[src/rtl/fp_pkg.sv]
// Shared types for the sequential floating-point adder: FSM states, default
// widths, the unpacked operand struct and pack/unpack helpers.
// Combinational helpers only; no latency, no flow control.
package fp_pkg;

  localparam int FP_EXP_W  = 8;
  localparam int FP_MANT_W = 23;
  localparam int FP_WORD_W = FP_EXP_W + FP_MANT_W + 1;
  // Working mantissa is {carry, hidden, frac}.
  localparam int FP_INT_W  = FP_MANT_W + 2;

  typedef enum logic [2:0] {
    IDLE,
    ALIGN,
    ADD,
    NORM,
    DONE
  } fp_state_e;

  typedef struct packed {
    logic                sign;
    logic [FP_EXP_W-1:0] exp;
    logic [FP_INT_W-1:0] mant;
  } fp_op_t;

  // An exponent field of 0 is treated as a signed zero: no hidden bit and the
  // fraction is discarded, since denormals are not supported.
  function automatic fp_op_t fp_unpack(input logic [FP_WORD_W-1:0] w);
    fp_op_t o;
    o.sign = w[FP_WORD_W-1];
    o.exp  = w[FP_WORD_W-2 -: FP_EXP_W];
    o.mant = (o.exp != '0) ? {2'b01, w[FP_MANT_W-1:0]} : '0;
    return o;
  endfunction

  function automatic logic [FP_WORD_W-1:0] fp_pack(input logic                 sign,
                                                   input logic [FP_EXP_W-1:0]  exp,
                                                   input logic [FP_MANT_W-1:0] frac);
    return {sign, exp, frac};
  endfunction

endpackage

[src/rtl/fp_shift_step.sv]
// One-bit mantissa shifter with matching exponent step; shared by ALIGN and NORM.
// Latency: purely combinational. Backpressure: none, the caller decides when to load.
// Ports: left_i selects shift-left/exp-1 (else shift-right/exp+1); mant_i/exp_i in,
//        mant_o/exp_o out; ovf_o when a right step lands on an all-ones exponent,
//        unf_o when a left step lands on exponent 0 with the hidden bit still clear.
module fp_shift_step #(
  parameter int EXP_WIDTH  = 8,
  parameter int MANT_WIDTH = 25
) (
  input  logic                  left_i,
  input  logic [MANT_WIDTH-1:0] mant_i,
  input  logic [EXP_WIDTH-1:0]  exp_i,
  output logic [MANT_WIDTH-1:0] mant_o,
  output logic [EXP_WIDTH-1:0]  exp_o,
  output logic                  ovf_o,
  output logic                  unf_o
);

  localparam logic [EXP_WIDTH-1:0] EXP_ONE = EXP_WIDTH'(1);

  always_comb begin
    if (left_i) begin
      mant_o = {mant_i[MANT_WIDTH-2:0], 1'b0};
      exp_o  = exp_i - EXP_ONE;
    end else begin
      mant_o = {1'b0, mant_i[MANT_WIDTH-1:1]};
      exp_o  = exp_i + EXP_ONE;
    end
    ovf_o = !left_i && (&exp_o);
    // Hidden bit sits just below the carry bit.
    unf_o = left_i && (exp_o == '0) && !mant_o[MANT_WIDTH-2];
  end

endmodule

[src/rtl/fp_add_sequencer.sv]
// Multi-cycle FP adder: align, add/sub, normalise one shift per cycle; truncating, no denormals.
// Latency: 3 + d + k cycles from accept to valid_out (d = exp diff capped at MANT+2, k = left shifts).
// Backpressure: one op in flight; ready_out only in IDLE, result and flags held in DONE until ready_in.
// Ports: clk_in, reset_n_in (sync, active low); a_in/b_in/valid_in/ready_out operand side;
//        result_out/valid_out/ready_in/overflow_out/underflow_out result side; busy_out.
// Optional: define FP_ADD_SEQ_PERF_CNT_EN for latency_out, a saturating 8-bit accept-to-valid count.
// Operand widths follow the fp_pkg defaults; the parameters must match them.
module fp_add_sequencer
  import fp_pkg::*;
#(
  parameter int EXP_WIDTH      = FP_EXP_W,
  parameter int MANTISSA_WIDTH = FP_MANT_W
) (
  input  logic                              clk_in,
  input  logic                              reset_n_in,
  input  logic [EXP_WIDTH+MANTISSA_WIDTH:0] a_in,
  input  logic [EXP_WIDTH+MANTISSA_WIDTH:0] b_in,
  input  logic                              valid_in,
  output logic                              ready_out,
  output logic [EXP_WIDTH+MANTISSA_WIDTH:0] result_out,
  output logic                              valid_out,
  input  logic                              ready_in,
  output logic                              overflow_out,
  output logic                              underflow_out,
  output logic                              busy_out
`ifdef FP_ADD_SEQ_PERF_CNT_EN
  ,
  output logic [7:0]                        latency_out
`endif
);

  localparam int MW = MANTISSA_WIDTH + 2;
  localparam int CW = $clog2(MW + 1);
  localparam logic [CW-1:0] CNT_MAX = CW'(MW);

  fp_state_e                         state_q;
  fp_op_t                            a_q, b_q;   // a_q doubles as the working result after ADD
  logic [CW-1:0]                     cnt_q;
  logic [EXP_WIDTH+MANTISSA_WIDTH:0] result_q;
  logic                              valid_q, ovf_q, unf_q, ready_q, busy_q;

  logic                 a_small;
  logic                 sh_left;
  logic [MW-1:0]        sh_mant_in, sh_mant;
  logic [EXP_WIDTH-1:0] sh_exp_in, sh_exp;
  logic                 sh_ovf, sh_unf;

  // ALIGN shifts the smaller-exponent operand right; NORM shifts the working
  // value right on carry, otherwise left.
  always_comb begin
    a_small    = (a_q.exp < b_q.exp);
    sh_left    = (state_q == NORM) && !a_q.mant[MW-1];
    sh_mant_in = a_q.mant;
    sh_exp_in  = a_q.exp;
    if (state_q == ALIGN && !a_small) begin
      sh_mant_in = b_q.mant;
      sh_exp_in  = b_q.exp;
    end
  end

  fp_shift_step #(
    .EXP_WIDTH  (EXP_WIDTH),
    .MANT_WIDTH (MW)
  ) u_shift (
    .left_i (sh_left),
    .mant_i (sh_mant_in),
    .exp_i  (sh_exp_in),
    .mant_o (sh_mant),
    .exp_o  (sh_exp),
    .ovf_o  (sh_ovf),
    .unf_o  (sh_unf)
  );

  always_ff @(posedge clk_in) begin
    if (!reset_n_in) begin
      state_q  <= IDLE;
      a_q      <= '0;
      b_q      <= '0;
      cnt_q    <= '0;
      result_q <= '0;
      valid_q  <= 1'b0;
      ovf_q    <= 1'b0;
      unf_q    <= 1'b0;
      ready_q  <= 1'b1;
      busy_q   <= 1'b0;
    end else begin
      unique case (state_q)
        IDLE: begin
          if (valid_in && ready_q) begin
            a_q     <= fp_unpack(a_in);
            b_q     <= fp_unpack(b_in);
            cnt_q   <= '0;
            ready_q <= 1'b0;
            busy_q  <= 1'b1;
            state_q <= ALIGN;
          end
        end
        ALIGN: begin
          if (a_q.exp == b_q.exp) begin
            state_q <= ADD;
          end else if (cnt_q == CNT_MAX) begin
            // Every significant bit has been shifted out; snap to the larger exponent.
            if (a_small) begin
              a_q.mant <= '0;
              a_q.exp  <= b_q.exp;
            end else begin
              b_q.mant <= '0;
              b_q.exp  <= a_q.exp;
            end
            state_q <= ADD;
          end else begin
            cnt_q <= cnt_q + CW'(1);
            if (a_small) begin
              a_q.mant <= sh_mant;
              a_q.exp  <= sh_exp;
            end else begin
              b_q.mant <= sh_mant;
              b_q.exp  <= sh_exp;
            end
          end
        end
        ADD: begin
          if (a_q.sign == b_q.sign) begin
            a_q.mant <= a_q.mant + b_q.mant;
          end else if (a_q.mant > b_q.mant) begin
            a_q.mant <= a_q.mant - b_q.mant;
          end else if (b_q.mant > a_q.mant) begin
            a_q.mant <= b_q.mant - a_q.mant;
            a_q.sign <= b_q.sign;
          end else begin
            a_q.mant <= '0;
            a_q.sign <= 1'b0;
          end
          state_q <= NORM;
        end
        NORM: begin
          if (a_q.mant == '0) begin
            result_q <= '0;
            valid_q  <= 1'b1;
            state_q  <= DONE;
          end else if (a_q.mant[MW-1]) begin
            if (sh_ovf) begin
              ovf_q    <= 1'b1;
              result_q <= {a_q.sign, {EXP_WIDTH{1'b1}}, {MANTISSA_WIDTH{1'b0}}};
            end else begin
              result_q <= fp_pack(a_q.sign, sh_exp, sh_mant[MANTISSA_WIDTH-1:0]);
            end
            valid_q <= 1'b1;
            state_q <= DONE;
          end else if (a_q.mant[MW-2]) begin
            result_q <= fp_pack(a_q.sign, a_q.exp, a_q.mant[MANTISSA_WIDTH-1:0]);
            valid_q  <= 1'b1;
            state_q  <= DONE;
          end else if (sh_unf) begin
            unf_q    <= 1'b1;
            result_q <= '0;
            valid_q  <= 1'b1;
            state_q  <= DONE;
          end else begin
            a_q.mant <= sh_mant;
            a_q.exp  <= sh_exp;
          end
        end
        DONE: begin
          if (ready_in) begin
            valid_q <= 1'b0;
            ovf_q   <= 1'b0;
            unf_q   <= 1'b0;
            ready_q <= 1'b1;
            busy_q  <= 1'b0;
            state_q <= IDLE;
          end
        end
        default: state_q <= IDLE;
      endcase
    end
  end

  assign ready_out     = ready_q;
  assign busy_out      = busy_q;
  assign valid_out     = valid_q;
  assign result_out    = result_q;
  assign overflow_out  = ovf_q;
  assign underflow_out = unf_q;

`ifdef FP_ADD_SEQ_PERF_CNT_EN
  // Each ALIGN/ADD/NORM cycle is one cycle of accept-to-valid latency.
  logic [7:0] lat_q;

  always_ff @(posedge clk_in) begin
    if (!reset_n_in) begin
      lat_q <= '0;
    end else if (state_q == IDLE && valid_in && ready_q) begin
      lat_q <= '0;
    end else if ((state_q inside {ALIGN, ADD, NORM}) && lat_q != 8'hFF) begin
      lat_q <= lat_q + 8'd1;
    end
  end

  assign latency_out = lat_q;
`endif

endmodule

[config.mk]
export PLATFORM = sky130hd
export DESIGN_NAME = fp_add_sequencer
export DESIGN_NICKNAME = d
export VERILOG_FILES = /design/src/rtl/fp_pkg.sv /design/src/rtl/fp_shift_step.sv /design/src/rtl/fp_add_sequencer.sv
export SDC_FILE = /design/constraint.sdc
export NUM_CORES = 1
export LEC_CHECK = 0
export ABC_AREA = 1
export CAP_MARGIN = 20
export CORE_MARGIN = 8
export CORE_UTILIZATION = 59
export DETAILED_ROUTE_END_ITERATION = 8
export GPL_TIMING_DRIVEN = 0
export HOLD_SLACK_MARGIN = 0.05
export PLACE_DENSITY = 0.81
export SLEW_MARGIN = 20
export SYNTH_ARGS = -nofsm -noshare
export SYNTH_HDL_FRONTEND = slang
export SYNTH_SLANG_ARGS = --single-unit
export TNS_END_PERCENT = 5
[constraint.sdc]
create_clock -name clk_in -period 5.8 [get_ports clk_in]
set_clock_uncertainty 0.1 [all_clocks]
set_input_delay 1.16 -clock clk_in [delete_from_list [all_inputs] [get_ports clk_in]]
set_output_delay 1.16 -clock clk_in [all_outputs]
set_load 0.005 [all_outputs]
==> out/metrics.yaml, run 1 <==
outcome:
  outcome: "finished clean"
place:
  place.gp.congestion: 1.12
  hpwl_um: 41200
  port_buffers: 103
  place_inst: 2380
clock_network:
  tritoncts: "done"
  cts_num_sinks: 113
  cts.path.max_buffers: 2
  clockRootBuffer: "clkbuf_16"
  clkTransAtPathRegs_ps: 60
  post_cts_buffers: 0
  numCtsBuffers: 17
  clk_latency_ps: 430
  cts_max_level: 4
worst_setup_path:
  slowest_stage: "fa_1"
  worstPathMaxFanout: 19
  slowest_delay_ps: 500
  path_class: "register to register"
  crit_path_frequent_cell: "nand2_1"
  required_ps: 6050
  end_kind: "register"
  start_kind: "register"
  path_cells: "ha_1 > a21oi_1 > nor2_1 > nor2_1 > nand2_1 > nand2_4 > buf_2 > clkbuf_1 > o21ai_0 > fa_1 > nand3_1 > nand3_1 > xor2_2 > nor2b_1 > nand2_1 > nor2_1 > nand3_1 > nor2_1 > nand2_1 > buf_2 > nand2_1 > a21oi_1 > nand2_1 > a21oi_1"
  cp.buffers_inverters: 3
  crit_family: "simple AND/OR/NAND/NOR gates"
  arrival_ps: 5750
die:
  die_h_um: 158
  die_x_um: 158
  die_area_mm2: 0.0248
  start_util: 0.604
  ios: 105
  coreArea_mm2: 0.0196
  rows: 51
synth:
  syn_area_mm2: 0.0118
  yosys-top-cells-area: "dfxtp_1 19%, nand2_1 18%, ha_1 9.5%"
  avgSynthCellArea_um2: 5.88
  ys_warn_count: 0
  synth_fa_ha_area_frac: 0.102
  muxShareOfSynthArea: 0
  synth_top_area_frac: 0.191
  synth_top_family_by_area: "simple AND/OR/NAND/NOR gates"
  synth_edf_count: 0
  synth_compound_gate_area_share: 0.228
  syn_inst: 2012
  synth_ff_type: "dfxtp_1"
  synth_area_leader_cell: "dfxtp_1"
  yosys.area_share.simple: 0.341
  ys_seq_area_frac: 0.191
  synth_nets: 2174
  synth-seq-cells: 113
  ys_types: 50
  synth_xor_area_frac: 0.0267
  async_reset_ff_frac: 0
timing:
  finalMaxSlewViolations: 0
  period_share: 0.948
  max_freq_ghz: 0.182
  rsz0062_at_grt: "no"
  setup_tns_ps: 0
  maxSlewHeadroom: 0.234
  setup_viol: 0
  period_minus_slack_ps: 5500
  hold_viol_final: 0
  tightest_slew_ps: 1140
  finalHoldWorstSlack_ps: 370
pwr:
  pwr_density_cell_mw_per_mm2: 657
  power.total_w: 0.00907
  ir_worst_vdd_mv: 0.377
  p_leak_nw: 6.46
run:
  maxCapViolCount: 0
global_route:
  grt_pass1_wl_um: 79400
  antenna_found_initial: 1
  gr-total-overflow: 0
  grt_pass1_vias: 14300
  grt_max_degree: 17
  track_usage: 0.423
routing:
  ant_nets: 0
  viasPerCell: 6.21
  drt_wl_total_um: 52600
  vias: 15000
  drc: 0
  wire_per_inst_um: 21.8
  drt_iter0_markers: 1656
  firstDrtPassIters: 6
min_path:
  hold_class: "register to register"
final_layout:
  area_delta_synth_final_pct: 16.8
  fillerInstances: 1738
  layout_common_cells: "580 x nand2_1, 227 x inv_1, 209 x a21oi_1"
  diodes: 0
  layout.nets: 2295
  drive_gt1_frac: 0.0508
  fin_cells: 2411
  layout_commonest_cell: "nand2_1"
kinds of logic after synthesis:
family          count (synthesis)
buf+inv                       326
xor+xnor                       36
simple gates                  961
compound gates                482
flops                         113
fa+ha+maj                      94
worst reg2reg max path, delay by kind of cell (launching register included):
kind                       cells  cell delay, ps
buffers and inverters          3            1020
DFF                            1             480
AOI/OAI and AO/OA              4            1050
adders and majority gates      2             800
and+or+nand+nor               14            1780
xor gates and xnor gates       1             210
power by group:
part	leakage [nW]	total, W	internal [W]	switching (W)
sequential	0.928	0.00126	0.000983	0.000276
combinational	5.23	0.00670	0.00193	0.00477
clock	0.299	0.00111	0.000655	0.000455
total	6.46	0.00907	0.00357	0.00550
synth_stat cells, types with 6 or more instances:
library cell / count
nand3_1: 96
buf_2: 33
xor2_1: 33
a31oi_1: 11
or2_2: 6
o21bai_1: 16
nor3_1: 19
nor2_1: 192
dfxtp_1: 113
nor4_1: 13
inv_1: 227
ha_1: 90
o21ai_0: 161
nand2_1: 580
a21o_1: 7
a211oi_1: 6
o22ai_1: 8
clkbuf_1: 45
a21oi_1: 210
nand4_1: 25
a221oi_1: 28
inv_2: 6
o21ai_1: 12
area by class of cell:
class | instances | area [um^2] | share of cell area
Sequential cell | 113 | 2260 | 0.164
Clock buffer | 17 | 425 | 0.0308
Inverter | 234 | 881 | 0.0638
Clock inverter | 15 | 185 | 0.0134
Tap cell | 265 | 332 | 0.0240
Buffer | 91 | 435 | 0.0315
Multi-Input combinational cell | 1573 | 8260 | 0.598
Timing Repair Buffer | 103 | 1030 | 0.0746
per-stage QoR:
| step | cell area [um^2] | utilization | setup WS [ps] |
|---|---|---|---|
| after global placement | 13200 | 0.673 | 426 |
| after CTS | 13800 | 0.704 | 312 |
| final | 13800 | 0.705 | 300 |
| after global routing | 13800 | 0.705 | 49.4 |
| after floorplan | 11800 | - | 1700 |
| after detailed placement | 13200 | 0.673 | 351 |
flip-flops by register name, indices dropped and copies added (netlist names):
register / flops
busy_out: 1
overflow_out: 1
valid_out: 1
a_q: 34
b_q: 34
state_q: 3
underflow_out: 1
result_out: 32
ready_out: 1
cnt_q: 5
repair_timing:
action | CTS | global route
hold buffers | 0 | 0
endpoints found under the setup margin | 0 | 53
resized for setup | 0 | 2
worst paths after layout:
check / slack, ps / start / cells past startpoint / endpoint
min: 370 / result_out[22] / 2 / result_out[22]
min reg2reg: 370 / result_out[22] / 2 / result_out[22]
max reg2reg: 300 / a_q[30] / 24 / result_out[3]
max: 300 / a_q[30] / 24 / result_out[3]
routing by layer:
| layer | global-route usage | up-vias | wire length [um] |
|---|---|---|---|
| li1 | - | 6862 | - |
| met1 | 0.466 | 6731 | 18400 |
| met2 | 0.684 | 1085 | 23400 |
| met3 | 0.120 | 287 | 6320 |
| met4 | 0.316 | 2 | 4450 |
| met5 | 0 | - | 15 |
Note: power is estimated with default switching activity, not from simulation.
==> run 2: changes to the inputs <==
--- a/config.mk
+++ b/config.mk
@@ -17,4 +17,4 @@
 export SYNTH_ARGS = -nofsm -noshare
 export SYNTH_HDL_FRONTEND = slang
 export SYNTH_SLANG_ARGS = --single-unit
-export TNS_END_PERCENT = 5
+export TNS_END_PERCENT = 20
==> results of run 2 <==
Same layout as run 1: the final DEF is identical, and so are final timing and power.
==> edit, RTL diff (flow settings as in run 1) <==
Change the package constant `FP_MANT_W` from 23 to 27.
--- a/src/rtl/fp_pkg.sv
+++ b/src/rtl/fp_pkg.sv
@@ -4,7 +4,7 @@
 package fp_pkg;
 
   localparam int FP_EXP_W  = 8;
-  localparam int FP_MANT_W = 23;
+  localparam int FP_MANT_W = 27;
   localparam int FP_WORD_W = FP_EXP_W + FP_MANT_W + 1;
   // Working mantissa is {carry, hidden, frac}.
   localparam int FP_INT_W  = FP_MANT_W + 2;
Interface: changed (resized a_in, b_in and result_out); port bits go from 105 to 117. No check against the original RTL was run, so the function may have changed too.
==> edit against run 1 <==
  * Clock power up 9%
  * Cell area up 11%
  * Power up 15%
  * Combinational power up 18%
  * Worst setup slack worse by 0.21 ns
  * Critical path depth down 1
  * Area after synthesis up 11%
  * Sequential cell count up 12
  * Routed wire length up 19%
  * Critical endpoint is now result_out[0]
  * Worst hold slack worse by 0.0010 ns
==> edit: results (changes against run 1) <==
Parameter                              Value

Layout
  Final #Nets ... 2509 (was 2295)
  Relative area of clock buffers and inverters in the final design ... 4.22% (was 4.42%)
  Multi-input combinational area share ... 59.7% (was 59.8%)
  Util after Layout ... 70.0% (was 70.5%)
  Register area ... 2500 um^2 (was 2260 um^2)
  Layout cells sized above 1 ... 4.70% (was 5.08%)
  Multi-input gates ... 1692 (was 1573)
  # clk buffers ... 18 (was 17)
  Inverters ... 259 (was 234)
  Buffers, non-clock ... 230 (was 194)

Outcome
  Status ... completed (unchanged)

Yosys
  Synth area leaders ... dfxtp_1, nand2_1, a21oi_1 (was dfxtp_1, nand2_1, ha_1)
  Leading post-synthesis cells by instance count ... nand2_1, a21oi_1, inv_1 (was nand2_1, inv_1, a21oi_1)
  Post-synthesis sequential area ratio ... 19.1% (about the same)
  Post-synthesis cell count ... 2191 (was 2012)
  Number of nets in the synthesized netlist ... 2375 (was 2174)

Timing
  Headroom to the max-slew limit ... 21.4% (was 23.4%)

Detailed routing
  DR iter-0 viols ... 3088 (was 1656)
  Routed wire length on met2 ... 24.9 mm (was 23.4 mm)
  Wire length per cell ... 23.9 um (was 21.8 um)
  DR pass1 iterations ... 8 (was 6)
  Routed wire length on met3 ... 10.1 mm (was 6.32 mm)
  Via total after detailed routing ... 17400 (was 15000)

Place
  Placed cell areas ... 14600 um^2 (was 13200 um^2)
  GPL Wtd Cong ... 1.18 (was 1.12)
  Count of input and output buffers ... 116 (was 103)
  Count of placed standard cells including taps ... 2587 (was 2380)

Global route
  GRT Resource Usage Total ... 44.9% (was 42.3%)
  Number of antenna violations at the first check in global routing ... 4 (was 1)
  Via count of the first global-routing pass ... 16100 (was 14300)

Critical path
  Arrival time worst endpoint ... 5.97 ns (was 5.75 ns)
  Cell with the biggest individual delay on the critical path ... dfxtp_1 (was fa_1)

Floorplan
  Placeable core region ... 21800 um^2 (was 19600 um^2)

Power and ir drop
  Maximum vdd ir drop ... 300 uV (was 377 uV)
  Switching Fraction ... 62.0% (was 60.6%)
  Leakage Power ... 6.94 nW (was 6.46 nW)
edit: path summary, 6_finish.rpt:
| kind | from | endpoint | slack, ns | depth (start not counted) |
|---|---|---|---|---|
| worst max register to register | a_q[36] | result_out[0] | 0.09 | 23 |
| worst min-delay path | result_out[35] | result_out[35] | 0.37 | 2 |
| worst max-delay path | a_q[36] | result_out[0] | 0.09 | 23 |
| worst min register to register | result_out[35] | result_out[35] | 0.37 | 2 |
edit: kinds of logic after synthesis:
group	share of synthesized area, %
simple gates	29.0
fa+ha+maj	10.5
buf+inv	11.4
compound gates	27.5
xor+xnor	2.54
flops	19.1
edit: worst reg2reg max path: stages (launching register included):
cell	delay [ns]
dfxtp_1	0.51
ha_1	0.31
a21o_1	0.16
nor2_1	0.12
nand2_1	0.19
nand2_4	0.29
clkbuf_1	0.47
clkbuf_1	0.37
o21ai_0	0.16
ha_1	0.39
a21oi_1	0.30
nor2_1	0.08
a211oi_1	0.23
nand2_1	0.12
nand2_1	0.07
nand2_1	0.23
nor2_2	0.23
nand2_4	0.10
nand2_2	0.21
buf_4	0.22
nand3_1	0.08
nor2_1	0.40
nor2_1	0.12
nor2_1	0.16
edit: power by group through the flow:
stage	clock, mW	combinational [mW]	sequential, mW
after global routing	1.23	8.35	1.35
final	1.21	7.90	1.34
after floorplan	0	4.96	1.25
after CTS	1.19	7.37	1.32
after detailed placement	0	7.29	1.34
after global placement	0	7.19	1.32
edit: metal layers:
layer	track usage, %	up-vias
met3	18.5	490
met1	51.5	7709
met4	36.0	6
met5	0	-
met2	65.0	1626
li1	-	7607
